<file path="src/rtl/serial_adder_if.sv">
// Operand/result bundle for the bit-serial adder.
// The master drives the request; the slave returns status and result.
interface serial_adder_if #(
   parameter int WIDTH = 8
) ();
   logic             start;
   logic [WIDTH-1:0] a;
   logic [WIDTH-1:0] b;
   logic             cin;
   logic             busy;
   logic             done;
   logic [WIDTH-1:0] sum;
   logic             cout;

   modport master (
      output start, a, b, cin,
      input  busy, done, sum, cout
   );

   modport slave (
      input  start, a, b, cin,
      output busy, done, sum, cout
   );
endinterface

</file>
<file path="src/rtl/serial_adder.sv">
// Bit-serial WIDTH-bit adder: one full adder plus a carry flop.
// Operands are shifted LSB-first; the result lands in one shot on completion.
module full_adder (
   input  logic a,
   input  logic b,
   input  logic cin,
   output logic sum,
   output logic cout
);
   assign sum  = a ^ b ^ cin;
   assign cout = (a & b) | (cin & (a ^ b));
endmodule

module serial_adder #(
   parameter int WIDTH = 8
) (
   input  logic          clk,
   input  logic          rst_n,
   serial_adder_if.slave bus
);
   localparam int CW = (WIDTH > 1) ? $clog2(WIDTH) : 1;

   typedef enum logic [1:0] {IDLE, RUN, DONE} state_t;

   state_t           state_q, state_d;
   logic [WIDTH-1:0] a_sh_q, a_sh_d;
   logic [WIDTH-1:0] b_sh_q, b_sh_d;
   logic [WIDTH-1:0] s_sh_q, s_sh_d;
   logic [WIDTH-1:0] sum_q, sum_d;
   logic             c_q, c_d;
   logic             cout_q, cout_d;
   logic [CW-1:0]    cnt_q, cnt_d;

   logic             fa_sum, fa_cout;
   logic [WIDTH-1:0] s_next;
   logic             last_bit;

   full_adder u_fa (
      .a    (a_sh_q[0]),
      .b    (b_sh_q[0]),
      .cin  (c_q),
      .sum  (fa_sum),
      .cout (fa_cout)
   );

   // The new sum bit enters at the MSB so that after WIDTH shifts bit 0 sits at index 0.
   generate
      if (WIDTH == 1) begin : g_s1
         assign s_next = fa_sum;
      end else begin : g_sn
         assign s_next = {fa_sum, s_sh_q[WIDTH-1:1]};
      end
   endgenerate

   assign last_bit = (cnt_q == CW'(WIDTH - 1));

   always_comb begin
      state_d = state_q;
      a_sh_d  = a_sh_q;
      b_sh_d  = b_sh_q;
      s_sh_d  = s_sh_q;
      c_d     = c_q;
      cnt_d   = cnt_q;
      sum_d   = sum_q;
      cout_d  = cout_q;
      case (state_q)
         IDLE, DONE: begin
            if (bus.start) begin
               a_sh_d  = bus.a;
               b_sh_d  = bus.b;
               c_d     = bus.cin;
               cnt_d   = '0;
               state_d = RUN;
            end else begin
               state_d = IDLE;
            end
         end
         RUN: begin
            s_sh_d = s_next;
            c_d    = fa_cout;
            a_sh_d = a_sh_q >> 1;
            b_sh_d = b_sh_q >> 1;
            cnt_d  = cnt_q + CW'(1);
            if (last_bit) begin
               sum_d   = s_next;
               cout_d  = fa_cout;
               state_d = DONE;
            end
         end
         default: state_d = IDLE;
      endcase
   end

   always_ff @(posedge clk) begin
      if (!rst_n) begin
         state_q <= IDLE;
         a_sh_q  <= '0;
         b_sh_q  <= '0;
         s_sh_q  <= '0;
         c_q     <= 1'b0;
         cnt_q   <= '0;
         sum_q   <= '0;
         cout_q  <= 1'b0;
      end else begin
         state_q <= state_d;
         a_sh_q  <= a_sh_d;
         b_sh_q  <= b_sh_d;
         s_sh_q  <= s_sh_d;
         c_q     <= c_d;
         cnt_q   <= cnt_d;
         sum_q   <= sum_d;
         cout_q  <= cout_d;
      end
   end

   assign bus.busy = (state_q == RUN);
   assign bus.done = (state_q == DONE);
   assign bus.sum  = sum_q;
   assign bus.cout = cout_q;
endmodule

</file>
<file path="src/flat_wrapper.sv">
// flat-port wrapper written by rule: the top's interface ports become plain ports
module serial_adder_flat 
#(
   parameter int WIDTH = 8
)
  (clk, rst_n, bus_start, bus_a, bus_b, bus_cin, bus_busy, bus_done, bus_sum, bus_cout);
  serial_adder_if #(.WIDTH(WIDTH)) bus_i ();
  input  logic clk;
  input  logic rst_n;
  input wire logic [$bits(bus_i.start)-1:0] bus_start;
  input wire logic [$bits(bus_i.a)-1:0] bus_a;
  input wire logic [$bits(bus_i.b)-1:0] bus_b;
  input wire logic [$bits(bus_i.cin)-1:0] bus_cin;
  output wire logic [$bits(bus_i.busy)-1:0] bus_busy;
  output wire logic [$bits(bus_i.done)-1:0] bus_done;
  output wire logic [$bits(bus_i.sum)-1:0] bus_sum;
  output wire logic [$bits(bus_i.cout)-1:0] bus_cout;
  assign bus_i.start = bus_start;
  assign bus_i.a = bus_a;
  assign bus_i.b = bus_b;
  assign bus_i.cin = bus_cin;
  assign bus_busy = bus_i.busy;
  assign bus_done = bus_i.done;
  assign bus_sum = bus_i.sum;
  assign bus_cout = bus_i.cout;
  serial_adder #(.WIDTH(WIDTH)) u_core (.clk(clk), .rst_n(rst_n), .bus(bus_i));
endmodule
</file>
<file path="config.mk">
export PLATFORM = sky130hd
export DESIGN_NAME = serial_adder_flat
export DESIGN_NICKNAME = d
export VERILOG_FILES = /design/src/rtl/serial_adder_if.sv /design/src/rtl/serial_adder.sv /design/src/flat_wrapper.sv
export SDC_FILE = /design/constraint.sdc
export NUM_CORES = 1
export LEC_CHECK = 0
export CAP_MARGIN = 10
export CORE_MARGIN = 3
export CORE_UTILIZATION = 52
export CTS_BUF_LIST = sky130_fd_sc_hd__clkbuf_4
export DETAILED_ROUTE_END_ITERATION = 10
export PLACE_DENSITY = 0.8
export SLEW_MARGIN = 0
export SYNTH_ARGS = -nofsm -noshare
export SYNTH_HDL_FRONTEND = slang
export SYNTH_SLANG_ARGS = --single-unit
</file>
<file path="constraint.sdc">
create_clock -name clk -period 1.4 [get_ports clk]
set_input_delay 0.14 -clock clk [delete_from_list [all_inputs] [get_ports clk]]
set_output_delay 0.14 -clock clk [all_outputs]
set_load 0.01 [all_outputs]
</file>
==> out/metrics.yaml <==
worst_setup_path:
  worstSetupStartpointType: "flop"
  path_buf_inv: 1
  path_max_fanout: 2
  critPathSlowestCell: "clkdlybuf4s50_1"
  critPathMaxStageDelay_ns: 0.53
  crit_family: "buffers and inverters"
  crit_type: "flop to output port"
  endpoint_kind: "output port"
  worstPathCellList: "clkdlybuf4s50_1"
  required_ns: 1.26
  arrival_ns: 1.22
logic_synthesis:
  synth_cell_types: 24
  yosysTopAreaCell: "dfxtp_1"
  synth_area_leaders: "dfxtp_1, nand2_1, a21boi_1"
  synth_top_area_share_pct: 46.6
  seq_area_frac_synth_pct: 46.6
  synth_fp_nets: 212
  synth_warnings: 0
  ys_seq_elements: 38
  avgSynthCellArea_um2: 8.64
  syn_inst: 189
  syn_area_mm2: 0.00163
sta:
  fin_setup_tns_ns: 0
  finalSetupViolCount: 0
  finClkSkew_ns: 0.00617
  maxSlewHeadroom_pct: 80.7
  grt_setup_unrepaired: "false"
  fmax_mhz: 737
  fin_crit_sh_pct: 96.9
  final_max_slew_viol_count: 0
  worst_pin_slew_ns: 0.290
  finalHoldViolCount: 0
  fin_crit_ns: 1.36
global_routing:
  grt_pass1_wl_mm: 5.21
  grt_max_degree: 39
  track_usage_pct: 18.4
  grt_pass1_vias: 1221
  antenna_found_initial: 0
  overflow: 0
cells_and_area:
  area_growth_pct: 27.7
  register_area_um2: 763
  most-common-layout-cells: "nand2_1, dfxtp_1, clkdlybuf4s50_1"
  diodes: 0
  final_common_cell: "nand2_1"
  final_area_mm2: 0.00208
  drive_gt1_share_pct: 12.7
  fillers: 221
  layout.nets: 242
  multi_input_area_um2: 771
clock_network:
  clk_latency_ns: 0.34
  cts.sinks: 38
  htreeDepth: 2
  cts_buffers: 5
  clkTransAtPathRegs_ns: 0.11
  clock-root-buffer: "clkbuf_4"
  postCtsHoldBufs: 0
  cts_setup_buffers: 0
  cts_tree: "built"
  cts_buffer_depth: 2
floorplanning:
  rows: 19
  ios: 31
  initial_utilization_pct: 56.8
  die_width_um: 62.0
  dieArea_mm2: 0.00385
  coreArea_mm2: 0.00288
  die_h_um: 62.0
detailed_routing:
  first_pass_iters: 4
  initialDrtViolationCount: 53
  wirelength_mm: 3.19
  drc: 0
  drtAntennaViolNets: 0
  via_per_inst: 5.25
  wl_per_cell_um: 12.2
  vias: 1375
power_and_ir_drop:
  power.density_mw_per_mm2: 1130
  ir_drop_mv: 0.700
  clkPwrFrac_pct: 38.7
  p_comb_share_pct: 11.7
  leakagePower_nw: 0.896
  internal_power_mw: 1.82
  p_sw_share_pct: 22.9
  p_seq_share_pct: 49.6
  p_sw_mw: 0.540
flow_run:
  maxCapViolCount: 0
place:
  port_buffers: 30
  place_area_mm2: 0.00195
  gp_congestion: 0.758
  hpwl_mm: 2.17
hold_path:
  min_path_type: "input pin to flop"
outcome:
  status: "finished clean"
==> power groups by stage <==
| stage | combinational [mW] | sequential, mW | clock, mW |
|---|---|---|---|
| finish | 0.277 | 1.17 | 0.913 |
| global route | 0.308 | 1.18 | 0.976 |
| CTS | 0.279 | 1.17 | 0.929 |
| detailed placement | 0.277 | 1.19 | 0 |
| global placement | 0.267 | 1.19 | 0 |
| floorplan | 0.194 | 1.18 | 0 |
==> tightest hold or removal path, cell delays in order <==
cell             delay, ns
clkdlybuf4s50_1       0.39
nand2_1               0.05
a21boi_0              0.07
==> kinds of logic (layout without fill, tap and decap cells) <==
group	count (synthesis)	count (layout)	synth area share, %
simple gates	79	80	23.2
compound gates	52	52	20.3
fa+ha+maj	3	3	2.76
buf+inv	17	47	7.13
flops	38	38	46.6
==> per-stage QoR <==
step	power [mW]	hold slack, ns	instances	setup WS (ns)	utilization, %
final	2.36	0.349	262	0.0437	72.5
after global placement	1.46	0.440	253	0.128	67.7
after CTS	2.38	0.344	261	0.00148	71.5
after floorplan	1.38	0.285	189	0.246	-
after detailed placement	1.47	0.445	253	0.0651	67.7
after global routing	2.46	0.326	262	0.00120	72.5
==> Yosys cell counts <==
cell type   n
nand2_1    57
dfxtp_1    38
a21boi_1   18
o21ai_0    16
a31oi_1    15
nand3_2     9
buf_4       5
clkbuf_1    4
nand3_1     4
buf_2       3
a21boi_0    2
and3_1      2
buf_6       2
ha_1        2
nand2b_1    2
nor2b_1     2
and2_1      1
buf_8       1
clkbuf_2    1
fa_1        1
inv_4       1
nand3b_1    1
nor2_1      1
o21a_1      1
==> final cells by class <==
type / instances / area share (%)
repair buffers: 38 / 18.7
clock inverters: 3 / 3.06
well taps: 42 / 2.52
inverters: 1 / 0.300
clock buffers: 5 / 1.80
multi-input cells: 135 / 37.0
flip-flops and latches: 38 / 36.6
==> sequential cells by signal (all words and copies together) (netlist names) <==
name and flops:
u_core.a_sh_q 8, u_core.b_sh_q 8, u_core.c_q 1, u_core.bus.sum 8, u_core.s_sh_q 7, u_core.state_q 2
u_core.bus.cout 1, u_core.cnt_q 3
==> what timing repair did <==
item | in CTS | in global routing
endpoints found under the setup margin | 2 | 17
resized for setup | 4 | 9
cloned | 0 | 1
==> path summary, 6_finish.rpt <==
check	start	to	depth (start not counted)	slack, ns
worst min register to register	u_core.bus.sum[5]	u_core.bus.sum[5]	2	0.46
worst max register to register	u_core.cnt_q[0]	u_core.bus.cout	5	0.08
worst min-delay path	bus_a[7]	u_core.a_sh_q[7]	3	0.35
worst max-delay path	u_core.bus.sum[2]	bus_sum[2]	1	0.04
==> metal layers <==
layer	wire length, um	GRT usage [%]
met3	167	6.20
met1	1390	21.3
met5	0	0
met2	1590	30.9
met4	38	7.27
No activity file was read; power rests on OpenSTA's default activity.
